**src/rtl/rs232_receiver.sv**
```systemverilog
// 8N1 receiver for the host RS232 TXD line: deserializes frames, presents each byte
// on a valid/ready handshake and drives CTS flow control back to the host.
module rs232_receiver #(
  parameter int CLOCK_FREQ = 133000000,
  parameter int BAUD_RATE  = 115200
) (
  input  logic       clock,
  input  logic       reset,
  input  logic       rs232_txd,
  output logic       rs232_cts_n,
  output logic [7:0] data,
  output logic       valid,
  input  logic       ready,
  output logic       framing_error,
  output logic       overrun
);

  // Mid-bit sample offset for bit k of a frame, measured in clocks from start detect.
  function automatic longint sample_offset(input logic [3:0] k);
    return (longint'(CLOCK_FREQ) * longint'({k, 1'b1})) / (longint'(BAUD_RATE) * 64'sd2);
  endfunction

  localparam longint S_LAST = sample_offset(4'd9);
  localparam int     CNT_W  = $clog2(S_LAST) + 1;
  localparam logic [CNT_W-1:0] CNT_ONE = {{(CNT_W-1){1'b0}}, 1'b1};
  localparam logic [CNT_W-1:0] CNT_ZERO = {CNT_W{1'b0}};

  localparam logic [CNT_W-1:0] S_TAB [10] = '{
    CNT_W'(sample_offset(4'd0)), CNT_W'(sample_offset(4'd1)),
    CNT_W'(sample_offset(4'd2)), CNT_W'(sample_offset(4'd3)),
    CNT_W'(sample_offset(4'd4)), CNT_W'(sample_offset(4'd5)),
    CNT_W'(sample_offset(4'd6)), CNT_W'(sample_offset(4'd7)),
    CNT_W'(sample_offset(4'd8)), CNT_W'(sample_offset(4'd9))
  };

  typedef enum logic [0:0] {
    ST_IDLE = 1'b0,
    ST_RUN  = 1'b1
  } state_t;

  logic             sync1_r;
  logic             sync2_r;
  state_t           state_r;
  logic [CNT_W-1:0] count_r;
  logic [3:0]       bit_idx_r;
  logic [7:0]       shift_r;
  logic             armed_r;

  logic [CNT_W-1:0] target_s;
  logic             sample_s;
  logic             frame_done_s;
  logic             stop_ok_s;
  logic             stop_bad_s;
  logic             load_s;
  logic             valid_next_s;

  // Two-flop synchronizer for the asynchronous serial line.
  always_ff @(posedge clock) begin
    if (reset) begin
      sync1_r <= 1'b1;
      sync2_r <= 1'b1;
    end else begin
      sync1_r <= rs232_txd;
      sync2_r <= sync1_r;
    end
  end

  // Select the sample offset for the bit currently being received.
  always_comb begin
    target_s = S_TAB[4'd9];
    case (bit_idx_r)
      4'd0:    target_s = S_TAB[4'd0];
      4'd1:    target_s = S_TAB[4'd1];
      4'd2:    target_s = S_TAB[4'd2];
      4'd3:    target_s = S_TAB[4'd3];
      4'd4:    target_s = S_TAB[4'd4];
      4'd5:    target_s = S_TAB[4'd5];
      4'd6:    target_s = S_TAB[4'd6];
      4'd7:    target_s = S_TAB[4'd7];
      4'd8:    target_s = S_TAB[4'd8];
      default: target_s = S_TAB[4'd9];
    endcase
  end

  // Sample strobes, stop-bit outcome and next handshake state.
  always_comb begin
    sample_s     = (state_r == ST_RUN) && (count_r == target_s);
    frame_done_s = sample_s && (bit_idx_r == 4'd9);
    stop_ok_s    = frame_done_s && sync2_r;
    stop_bad_s   = frame_done_s && !sync2_r;
    load_s       = stop_ok_s && (!valid || ready);
    if (load_s) begin
      valid_next_s = 1'b1;
    end else if (valid && ready) begin
      valid_next_s = 1'b0;
    end else begin
      valid_next_s = valid;
    end
  end

  // Frame FSM: start detection, per-bit sampling and LSB-first shifting.
  always_ff @(posedge clock) begin
    if (reset) begin
      state_r   <= ST_IDLE;
      count_r   <= CNT_ZERO;
      bit_idx_r <= 4'd0;
      shift_r   <= 8'h00;
      armed_r   <= 1'b0;
    end else begin
      case (state_r)
        ST_IDLE: begin
          count_r   <= CNT_ZERO;
          bit_idx_r <= 4'd0;
          // A break must see the line high again before the next frame can start.
          if (sync2_r) begin
            armed_r <= 1'b1;
          end else if (armed_r) begin
            state_r <= ST_RUN;
          end
        end
        ST_RUN: begin
          count_r <= count_r + CNT_ONE;
          if (sample_s) begin
            if (bit_idx_r == 4'd0) begin
              if (sync2_r) begin
                state_r <= ST_IDLE;
              end else begin
                bit_idx_r <= 4'd1;
              end
            end else if (bit_idx_r == 4'd9) begin
              state_r <= ST_IDLE;
              armed_r <= 1'b0;
            end else begin
              shift_r   <= {sync2_r, shift_r[7:1]};
              bit_idx_r <= bit_idx_r + 4'd1;
            end
          end
        end
        default: begin
          state_r <= ST_IDLE;
          count_r <= CNT_ZERO;
        end
      endcase
    end
  end

  // Output register: holding buffer, error pulses and CTS that mirrors buffer occupancy.
  always_ff @(posedge clock) begin
    if (reset) begin
      data          <= 8'h00;
      valid         <= 1'b0;
      framing_error <= 1'b0;
      overrun       <= 1'b0;
      rs232_cts_n   <= 1'b1;
    end else begin
      framing_error <= stop_bad_s;
      overrun       <= stop_ok_s && valid && !ready;
      valid         <= valid_next_s;
      rs232_cts_n   <= valid_next_s;
      if (load_s) begin
        data <= shift_r;
      end
    end
  end

endmodule

```
**config.mk**
```make
export PLATFORM = sky130hd
export DESIGN_NAME = rs232_receiver
export DESIGN_NICKNAME = d
export VERILOG_FILES = /design/src/rtl/rs232_receiver.sv
export SDC_FILE = /design/constraint.sdc
export NUM_CORES = 1
export LEC_CHECK = 0
export BUFFER_PORTS_ARGS = -buffer_cell sky130_fd_sc_hd__buf_2
export CAP_MARGIN = 20
export CORE_MARGIN = 1.5
export CORE_UTILIZATION = 45
export DETAILED_ROUTE_END_ITERATION = 7
export PLACE_DENSITY = 0.62
export SLEW_MARGIN = 10
export SYNTH_ARGS = -nofsm -noshare
export SYNTH_HDL_FRONTEND = slang
export SYNTH_SLANG_ARGS = --single-unit
```
**constraint.sdc**
```tcl
create_clock -name clock -period 2.8 [get_ports clock]
set_input_delay 0 -clock clock [delete_from_list [all_inputs] [get_ports clock]]
set_output_delay 0 -clock clock [all_outputs]
set_load 0.02 [all_outputs]
```
==> impl_metrics.json, run 1 <==
{
  "grt_use_met1_pct": 22.5,
  "ys_seq_elements": 55,
  "floorplan.initialDensity_pct": 46.2,
  "drc": 0,
  "wl_per_cell_um": 12.4,
  "diodes": 0,
  "p_seq_share_pct": 63.1,
  "grt_antenna_before_repair": 0,
  "grt_use_met3_pct": 4.15,
  "die_h_um": 75.1,
  "rr_startpoint": "count_r[12]$_SDFF_PP0_",
  "crit_type": "register to register",
  "finalPower_mw": 1.25,
  "numPortBuffers": 15,
  "start_kind": "register",
  "setup-violations-final": 0,
  "crit_start": "count_r[12]$_SDFF_PP0_",
  "grtUsageTotal_pct": 16.6,
  "synth_cells": 244,
  "antenna_left": 0,
  "status": "complete, no violations",
  "cts.sinks": 55,
  "cts-root-buf": "clkbuf_8",
  "drive_gt1_share_pct": 16.2,
  "timing_hold_violations_final": 0,
  "post-route-period-util_pct": 90.3,
  "fmax_ghz": 0.396,
  "yosys_warnings": 0,
  "dp_hpwl_um": 3010,
  "vias": 1655,
  "io_pins": 16,
  "grt_first_pass_wirelength_um": 7060,
  "worstMarginPinSlew_ns": 0.538,
  "nets": 283,
  "p_per_area_nw_per_um2": 471,
  "rr_endpoint": "target_s[1]$_DFF_P_",
  "ir_drop_mv": 0.258,
  "syn-cell-area_um2": 2340,
  "final.min_clock_period_ns": 2.53,
  "place_congestion": 0.821,
  "firstDrtPassIters": 4,
  "cts_buffer_depth": 2,
  "dieArea_um2": 5650,
  "path_clk_slew_ns": 0.10,
  "post_cts.repair.setup_buffers": 0,
  "r2r_setup_slack_ns": 0.27,
  "coreArea_um2": 5070,
  "numCtsBuffers": 5,
  "relSlewSlack_pct": 64.1,
  "die_width_um": 75.1,
  "maxSlewViolCount": 0,
  "wirelength_um": 4220,
  "synth_nets": 257,
  "cp.arrival_ns": 2.71,
  "finish.utilization_pct": 52.3,
  "cp_max_fo": 6,
  "syn_area_per_cell_um2": 9.60,
  "reg2reg_depth": 9,
  "crit_path_end_kind": "register",
  "synth.distinct_cells": 40,
  "ys_seq_area_share_pct": 47.0,
  "combPwrFrac_pct": 1.8,
  "p_int_mw": 0.974,
  "rsz0062_at_grt": "false",
  "grt_max_degree": 26,
  "fin_tns_setup_ns": 0,
  "switchingPower_mw": 0.276,
  "first_global_vias": 1529,
  "hp-class": "input pin to register",
  "static-leakage-power_nw": 0.982,
  "maxCapViolCount": 0,
  "crit_end": "target_s[1]$_DFF_P_",
  "cp_data_required_time_ns": 2.98,
  "grt_most_used_layer": "met2",
  "final_area_um2": 2650,
  "clock_skew_ns": 0.0112,
  "cts_htree_levels": 2,
  "grt.met2_usage_pct": 25.9,
  "syn_to_final_growth_pct": 13.3,
  "clock_latency_ns": 0.31,
  "post_drt_via_cell_ratio": 4.85,
  "tritoncts": "done",
  "placed_area_um2": 2530,
  "drt_iter0_drc": 104,
  "grt_overflow_total": 0,
  "core.rowCount": 26,
  "p_clk_share_pct": 35.1,
  "switching_share_pct": 22.1
}
==> power by group through the flow <==
stage | sequential (mW) | clock [mW] | combinational [mW]
final | 0.789 | 0.439 | 0.0223
after CTS | 0.789 | 0.460 | 0.0223
after global routing | 0.790 | 0.492 | 0.0247
after global placement | 0.807 | 0 | 0.0201
after floorplan | 0.807 | 0 | 0.0127
after detailed placement | 0.807 | 0 | 0.0201
==> cells in the final DEF, fill, tap and decap left out, types with 2 or more instances in the layout <==
| master | n |
|---|---|
| nor3_1 | 6 |
| nor2b_1 | 2 |
| nand2b_1 | 5 |
| or2_2 | 3 |
| nand4_1 | 3 |
| or3_1 | 4 |
| clkbuf_8 | 5 |
| o31ai_1 | 2 |
| mux2i_1 | 19 |
| buf_4 | 6 |
| a21oi_1 | 8 |
| xnor2_1 | 15 |
| o21ai_0 | 3 |
| clkinv_4 | 2 |
| ha_1 | 9 |
| xor2_1 | 8 |
| dlygate4sd3_1 | 2 |
| inv_1 | 7 |
| a211oi_1 | 3 |
| buf_2 | 15 |
| nor2_4 | 2 |
| nand3_1 | 9 |
| dfxtp_1 | 55 |
| nand2_1 | 15 |
| a22oi_1 | 2 |
| and3_1 | 3 |
| nor2_1 | 38 |
| nor2_2 | 2 |
==> state kept, by name (all words and copies together) (netlist names) <==
name and cells:
target_s 12, framing_error 1, bit_idx_r 4, overrun 1, rs232_cts_n 1, count_r 15, state_r 1, shift_r 8
armed_r 1, sync2_r 1, valid 1, sync1_r 1, data 8
==> cells in the mapped netlist <==
| cell type | instances | share of area (%) |
|---|---|---|
| nor2_2 | 2 | 0.53 |
| nor3_1 | 7 | 1.5 |
| nand2_1 | 15 | 2.4 |
| mux2i_1 | 19 | 8.1 |
| nand3_1 | 9 | 1.9 |
| or2_2 | 3 | 0.80 |
| a31oi_1 | 1 | 0.27 |
| nor4_1 | 1 | 0.27 |
| o21a_1 | 1 | 0.32 |
| a221oi_2 | 1 | 0.64 |
| a32oi_1 | 1 | 0.37 |
| a21oi_1 | 8 | 1.7 |
| or3_1 | 4 | 1.1 |
| nand4_1 | 3 | 0.80 |
| and3_1 | 3 | 0.80 |
| nor4_4 | 1 | 0.91 |
| nor3b_1 | 1 | 0.32 |
| xor2_1 | 8 | 3.0 |
| nor2_4 | 2 | 0.96 |
| a211oi_1 | 3 | 0.96 |
| and3_2 | 1 | 0.32 |
| nor2b_1 | 2 | 0.53 |
| dfxtp_1 | 55 | 47 |
| inv_1 | 7 | 1.1 |
| ha_1 | 9 | 4.8 |
| nand3_2 | 1 | 0.43 |
| nor2_1 | 38 | 6.1 |
| o22ai_1 | 1 | 0.27 |
| or4_4 | 1 | 0.48 |
| and2_1 | 1 | 0.27 |
| a21o_1 | 1 | 0.32 |
| nand4_2 | 1 | 0.53 |
| xnor2_1 | 15 | 5.6 |
| or2_1 | 1 | 0.27 |
| a22oi_1 | 2 | 0.64 |
| o21ai_2 | 1 | 0.37 |
| o21ai_0 | 3 | 0.64 |
| nand2b_1 | 5 | 1.3 |
| clkbuf_1 | 4 | 0.64 |
| o31ai_1 | 2 | 0.64 |
==> per-stage QoR <==
stage,hold WS [ns],instances,worst slack [ns]
after detailed placement,0.191,331,0.146
after floorplan,0.104,244,0.301
after global routing,0.102,341,0.0986
after CTS,0.0800,341,0.142
after global placement,0.187,331,0.198
final,0.0872,341,0.273
==> how the worst min path moves through the flow <==
| stage | slack, ns | startpoint | cells past startpoint | endpoint |
|---|---|---|---|---|
| after floorplan | 0.10 | rs232_txd | 1 | sync1_r$_SDFF_PP1_ |
| after global placement | 0.19 | rs232_txd | 2 | sync1_r$_SDFF_PP1_ |
| after detailed placement | 0.19 | rs232_txd | 2 | sync1_r$_SDFF_PP1_ |
| after CTS | 0.08 | reset | 2 | shift_r[6]$_SDFFE_PP0P_ |
| after global routing | 0.10 | reset | 2 | data[2]$_SDFFE_PP0P_ |
| final | 0.09 | reset | 2 | data[6]$_SDFFE_PP0P_ |
==> metal layers <==
layer | routed length, um | up-vias
li1 | - | 889
met1 | 2210 | 743
met2 | 1820 | 19
met5 | 0 | -
met4 | 67 | 0
met3 | 120 | 4
==> final cells by class <==
class / instances / area (um2)
Inverter: 7 / 26.3
Fill cell: 477 / 2420
Tap cell: 70 / 87.6
Timing Repair Buffer: 23 / 140
Clock buffer: 5 / 68.8
Multi-Input combinational cell: 178 / 1200
Clock inverter: 3 / 25.0
Sequential cell: 55 / 1100
==> timing repair <==
action                                  CTS  global route
gates resized for setup                   0             1
hold buffers                              2             0
endpoints found under the setup margin    0             3
hold endpoints to repair                  2             0
==> critical path, cell delays in order (launching register included) <==
cell and delay [ns]:
dfxtp_1 0.42, xnor2_1 0.15, nand4_1 0.20, or4_4 0.57, nor3_1 0.32, nor3_2 0.14, inv_1 0.11, ha_1 0.25
xnor2_1 0.16, a22oi_1 0.08
==> kinds of logic after synthesis <==
kind of cell | count (synthesis) | share of synthesized area (%)
AO/OA/AOI/OAI | 25 | 7.16
XOR/XNOR | 23 | 8.60
adder cells (fa/ha/maj) | 9 | 4.81
buffers and inverters | 11 | 1.76
flip-flops | 55 | 47.0
multiplexers | 19 | 8.12
AND/OR/NAND/NOR | 102 | 22.5
No activity file was read; power rests on OpenSTA's default activity.
==> run 2, diff against run 1 <==
--- a/config.mk
+++ b/config.mk
@@ -10,6 +10,7 @@
 export CORE_MARGIN = 1.5
 export CORE_UTILIZATION = 45
 export DETAILED_ROUTE_END_ITERATION = 7
+export GPL_TIMING_DRIVEN = 0
 export PLACE_DENSITY = 0.62
 export SLEW_MARGIN = 10
 export SYNTH_ARGS = -nofsm -noshare
==> run 2 against run 1 <==
  * Routed wire length up 1.1%
  * Highest routed layer unchanged
  * Sequential cell count unchanged
  * Global-route usage up 0.87 points
==> impl_metrics.json, run 2 (same netlist as run 1, synthesis figures left out) <==
{
  "multi_input_area_um2": 1240,
  "maxCapViolCount": 0,
  "crit_path_end_kind": "register",
  "dp_slack_ns": -0.165,
  "firstDrtPassIters": 4,
  "crit_start": "bit_idx_r[0]$_SDFFE_PP0P_",
  "cts.sinks": 55,
  "place_congestion": 0.781,
  "grt_first_pass_wirelength_um": 7320,
  "n_fill_cell": 509,
  "setup-violations-final": 0,
  "seqCellArea_um2": 1100,
  "io_pins": 16,
  "final_area_um2": 2690,
  "r2r_setup_slack_ns": 0.21,
  "regMostFlops": "count_r",
  "timing_hold_violations_final": 0,
  "vias": 1676,
  "cp.arrival_ns": 2.78,
  "maxSlewViolCount": 0,
  "reg2reg_depth": 12,
  "post_drt_via_cell_ratio": 4.90,
  "hp-start": "sync1_r$_SDFF_PP1_",
  "largest_reg_flops": 15,
  "clock_latency_ns": 0.31,
  "fmax_ghz": 0.386,
  "fin_tns_setup_ns": 0,
  "diodes": 0,
  "setup_ws_ns": 0.210,
  "placed_area_um2": 2500,
  "crit_type": "register to register",
  "start_kind": "register",
  "finish.utilization_pct": 52.9,
  "first_global_vias": 1576,
  "wl_per_cell_um": 12.5,
  "cp_data_required_time_ns": 2.99,
  "rr_startpoint": "bit_idx_r[0]$_SDFFE_PP0P_",
  "antenna_left": 0,
  "holdWs_ns": 0.421,
  "clock_skew_ns": 0.0167,
  "path_clk_slew_ns": 0.10,
  "crit_end": "target_s[10]$_DFF_P_",
  "status": "complete, no violations",
  "coreArea_um2": 5070,
  "grtUsageTotal_pct": 17.5,
  "drc": 0,
  "final_cell_mix": "dfxtp_1 (55), nor2_1 (38), mux2i_1 (19)",
  "worstMarginPinSlew_ns": 0.519,
  "core.rowCount": 26,
  "p_per_area_nw_per_um2": 471,
  "cp_max_fo": 6,
  "grt_antenna_before_repair": 0,
  "dieArea_um2": 5650,
  "finalPower_mw": 1.27,
  "cts_htree_levels": 2,
  "die_width_um": 75.1,
  "cts_buffer_depth": 2,
  "dr.max_layer_used": "met4",
  "relSlewSlack_pct": 65.4,
  "drive_gt1_share_pct": 15.4,
  "mostFrequentLayoutCell": "dfxtp_1",
  "wl_met3_um": 64,
  "numCtsBuffers": 5,
  "grt_overflow_total": 0,
  "syn_to_final_growth_pct": 14.6,
  "cts-root-buf": "clkbuf_8",
  "die_h_um": 75.1,
  "floorplan.initialDensity_pct": 46.2,
  "nets": 284,
  "met1_length_um": 2210,
  "final.min_clock_period_ns": 2.59,
  "numPortBuffers": 15,
  "post-route-period-util_pct": 92.5,
  "grt_max_degree": 20,
  "drt_iter0_drc": 91,
  "wirelength_um": 4260,
  "final_cells": 342,
  "ir_drop_mv": 0.221,
  "tritoncts": "done",
  "rr_endpoint": "target_s[10]$_DFF_P_",
  "routed-wl-met2_um": 1940,
  "dp_hpwl_um": 3090,
  "dp.cells": 329,
  "static-leakage-power_nw": 0.982,
  "hp-class": "register to register"
}
run 2: cell count changes in the layout (fill, tap and decap cells not counted), sizes merged:
cell	before	now
clkbuf	5	9
clkinv	2	1
buf	21	16
dlygate4sd3	2	4
inv	7	8
run 2: how the worst min path moves through the flow:
stage / end / slack, ns / cells after the start
2_1_floorplan: sync1_r$_SDFF_PP1_ / 0.10 / 1
3_3_place_gp: sync1_r$_SDFF_PP1_ / 0.19 / 2
3_5_place_dp: sync1_r$_SDFF_PP1_ / 0.20 / 2
4_1_cts: sync2_r$_SDFF_PP1_ / 0.42 / 1
5_1_grt: sync2_r$_SDFF_PP1_ / 0.47 / 1
6_report: sync2_r$_SDFF_PP1_ / 0.42 / 1
run 2: area by class of cell:
class | count | share of cell area (%)
Clock inverter | 3 | 1.03
Clock buffer | 5 | 2.56
Multi-Input combinational cell | 178 | 46.0
Tap cell | 70 | 3.26
Timing Repair Buffer | 20 | 4.57
Sequential cell | 55 | 41.0
Buffer | 4 | 0.559
Inverter | 7 | 0.979
run 2: what timing repair did:
action                                 CTS  global route
setup endpoints to repair                4             6
endpoints found under the hold margin    4             0
hold buffers                             4             0
gates resized for setup                  1             5
pin swaps                                0             1
buffers inserted                         0             1
run 2: critical path: stages, from the launching register on:
cell and delay (ns):
dfxtp_1 0.36, inv_1 0.10, ha_1 0.15, nand2b_1 0.06
or2_2 0.27, a21o_1 0.24, a21oi_1 0.25, a31oi_4 0.09
nor2_1 0.25, inv_1 0.10, ha_1 0.26, a211oi_1 0.23
nor3_1 0.09
run 2: report_power, final:
part	internal (mW)	switching, mW
clock	0.184	0.267
combinational	0.0112	0.0152
sequential	0.786	0.00323
total	0.981	0.285
run 2: layer usage:
| layer | up-vias | GRT usage (%) |
|---|---|---|
| met1 | 772 | 23.3 |
| li1 | 886 | - |
| met2 | 14 | 27.6 |
| met3 | 4 | 4.82 |
| met4 | 0 | 5.95 |
| met5 | - | 0 |
==> run 3, diff against run 2 <==
--- a/config.mk
+++ b/config.mk
@@ -5,6 +5,7 @@
 export SDC_FILE = /design/constraint.sdc
 export NUM_CORES = 1
 export LEC_CHECK = 0
+export ABC_AREA = 1
 export BUFFER_PORTS_ARGS = -buffer_cell sky130_fd_sc_hd__buf_2
 export CAP_MARGIN = 20
 export CORE_MARGIN = 1.5
==> run 3 against run 2 <==
  * Non-clock buffer count unchanged
  * Via count increased by 25%
  * Final area increased by 4.8%
  * Synthesized cell count increased by 42%
  * Synthesized area increased by 7.2%
  * Largest power group unchanged
  * Clock power decreased by 2%
  * Clock skew decreased by 0.0044 ns
  * Critical endpoint unchanged
  * Die area increased by 6.9%
  * Critical path depth increased by 4
==> impl_metrics.json, run 3 <==
{
  "synth.distinct_cells": 31,
  "ys_async_sr_fraction_pct": 0,
  "die_h_um": 77.7,
  "worstMarginPinSlew_ns": 0.574,
  "yosysTopAreaCell": "dfxtp_1",
  "cts_buffer_depth": 2,
  "antenna_left": 0,
  "post_cts.repair.setup_buffers": 0,
  "n_fill_cell": 543,
  "core.rowCount": 27,
  "synthFlopType": "dfxtp_1",
  "synth_nets": 360,
  "nets": 385,
  "numPortBuffers": 15,
  "yosys_warnings": 0,
  "final.min_clock_period_ns": 2.42,
  "status": "complete, no violations",
  "synth_cells": 347,
  "timing_hold_violations_final": 0,
  "grt_max_degree": 19,
  "wirelength_um": 4670,
  "final_cell_mix": "nand2_1 (97), dfxtp_1 (54), inv_1 (40)",
  "cts_htree_levels": 2,
  "path_clk_slew_ns": 0.10,
  "cp_max_fo": 5,
  "post-route-period-util_pct": 86.6,
  "crit_path_end_kind": "register",
  "drive_gt1_share_pct": 12.6,
  "diodes": 0,
  "first_global_vias": 1881,
  "drc": 0,
  "dieArea_um2": 6040,
  "grtUsageTotal_pct": 16.9,
  "ys_seq_area_share_pct": 43.8,
  "vias": 2089,
  "synth.top_cell.area_share_pct": 43.8,
  "drt_iter0_drc": 110,
  "largest_reg_flops": 15,
  "floorplan.initialDensity_pct": 46.2,
  "seqCellArea_um2": 1100,
  "syn_area_per_cell_um2": 7.24,
  "multi_input_area_um2": 1200,
  "fin_tns_setup_ns": 0,
  "dp_hpwl_um": 3580,
  "fmax_ghz": 0.412,
  "ir_drop_mv": 0.231,
  "static-leakage-power_nw": 1.20,
  "start_kind": "register",
  "yosysMostFrequentCell": "nand2_1",
  "crit_type": "register to register",
  "firstDrtPassIters": 4,
  "regMostFlops": "count_r",
  "maxSlewViolCount": 0,
  "final_cells": 445,
  "setup-violations-final": 0,
  "synth-edff-count": 0,
  "cts.sinks": 55,
  "tritoncts": "done",
  "ys_seq_elements": 55,
  "wl_per_cell_um": 10.5,
  "cp.arrival_ns": 2.64,
  "coreArea_um2": 5440,
  "post_drt_via_cell_ratio": 4.69,
  "rsz0062_at_grt": "false",
  "yosys-top-cells-area": "dfxtp_1 (44%), nand2_1 (15%), inv_1 (6.0%)",
  "cp_data_required_time_ns": 3.01,
  "syn_to_final_growth_pct": 12.0,
  "place_congestion": 0.831,
  "die_width_um": 77.7,
  "mostFrequentLayoutCell": "nand2_1",
  "maxCapViolCount": 0,
  "cts-root-buf": "clkbuf_8",
  "grt_first_pass_wirelength_um": 8200,
  "grt_antenna_before_repair": 0,
  "p_per_area_nw_per_um2": 460,
  "numCtsBuffers": 5,
  "syn-cell-area_um2": 2510,
  "hp-class": "register to register",
  "clock_skew_ns": 0.0123,
  "grt_overflow_total": 0,
  "clock_latency_ns": 0.31,
  "yosys-top-cells-count": "nand2_1 (98), dfxtp_1 (55), inv_1 (40)",
  "dp.cells": 434,
  "io_pins": 16,
  "relSlewSlack_pct": 61.6
}
-- run 3: cell types whose count changed in the layout (fill, tap and decap cells not counted), moves of 4 or more --
cell      delta
xnor2_1     -11
or3_1        -4
mux2i_1     -19
nand2_1     +82
inv_1       +33
nand2b_1     -5
a21oi_1     +15
inv_2        +5
nand3_1      +6
or2_0        +4
o21ai_0      +7
xor2_1       -5
nor3_1       +4
-- run 3: routing by layer --
metal  vias to the layer above  GRT usage (%)  wire, um
li1                       1145              -         -
met1                       907           22.7      2370
met2                        30           26.2      2040
met3                         7           4.00       175
met4                         0           6.73        85
met5                         -              0         0
-- run 3: cell type report --
type	instances	area share (%)
tap	72	3.20
sequential	55	39.2
multi-input combinational	239	42.6
timing repair buffer	18	3.74
inverter	47	6.32
clock inverter	3	0.845
buffer	6	1.65
clock buffer	5	2.45
-- run 3: power breakdown --
group          leakage, nW  total (mW)  internal [mW]  switching [mW]
Combinational        0.716      0.0550         0.0202          0.0348
Sequential           0.445       0.796          0.791         0.00559
Clock               0.0408       0.443          0.179           0.264
-- run 3: final timing paths --
kind | from | end | slack, ns | depth (start not counted)
setup / recovery | bit_idx_r[0]$_SDFFE_PP0P_ | target_s[10]$_DFF_P_ | 0.38 | 16
hold / removal | sync1_r$_SDFF_PP1_ | sync2_r$_SDFF_PP1_ | 0.42 | 1
setup reg to reg | bit_idx_r[0]$_SDFFE_PP0P_ | target_s[10]$_DFF_P_ | 0.38 | 16
hold reg to reg | sync1_r$_SDFF_PP1_ | sync2_r$_SDFF_PP1_ | 0.42 | 1
-- run 3: repair_timing --
item	in CTS	in global routing
endpoints found under the hold margin	4	0
setup endpoints to repair	0	3
gates resized for setup	0	4
hold buffers	3	0
-- run 3: through the flow --
| step | hold slack [ns] | setup slack (ns) | util [%] | total power, mW | cell area (um2) |
|---|---|---|---|---|---|
| after floorplan | 0.103 | 0.492 | - | 0.852 | 2510 |
| after global placement | 0.194 | 0.172 | 49.2 | 0.866 | 2680 |
| after detailed placement | 0.194 | 0.148 | 49.2 | 0.866 | 2680 |
| after CTS | 0.402 | 0.132 | 51.5 | 1.31 | 2800 |
| after global routing | 0.431 | 0.0160 | 51.7 | 1.36 | 2810 |
| final | 0.417 | 0.375 | 51.7 | 1.29 | 2810 |
-- run 3: kinds of logic (layout without fill, tap and decap cells) --
kind of cell,count (synthesis),in the layout,synth area share [%]
simple gates,182,182,31.5
flops,55,55,43.8
buf+inv,53,79,8.92
compound gates,41,41,8.82
fa+ha+maj,9,9,4.48
xor+xnor,7,7,2.44
-- run 3: worst max-delay path: stages (launching register included) --
cell	delay (ns)
dfxtp_2	0.38
inv_1	0.06
ha_1	0.19
nand2_1	0.12
nand2_1	0.08
o21ai_1	0.15
nand3_2	0.17
nand2_2	0.14
nand2_1	0.06
nand2_1	0.08
nand2_1	0.13
ha_1	0.24
or2_2	0.29
nand3_1	0.08
nand2_1	0.06
nand2_1	0.05
nand2_1	0.05
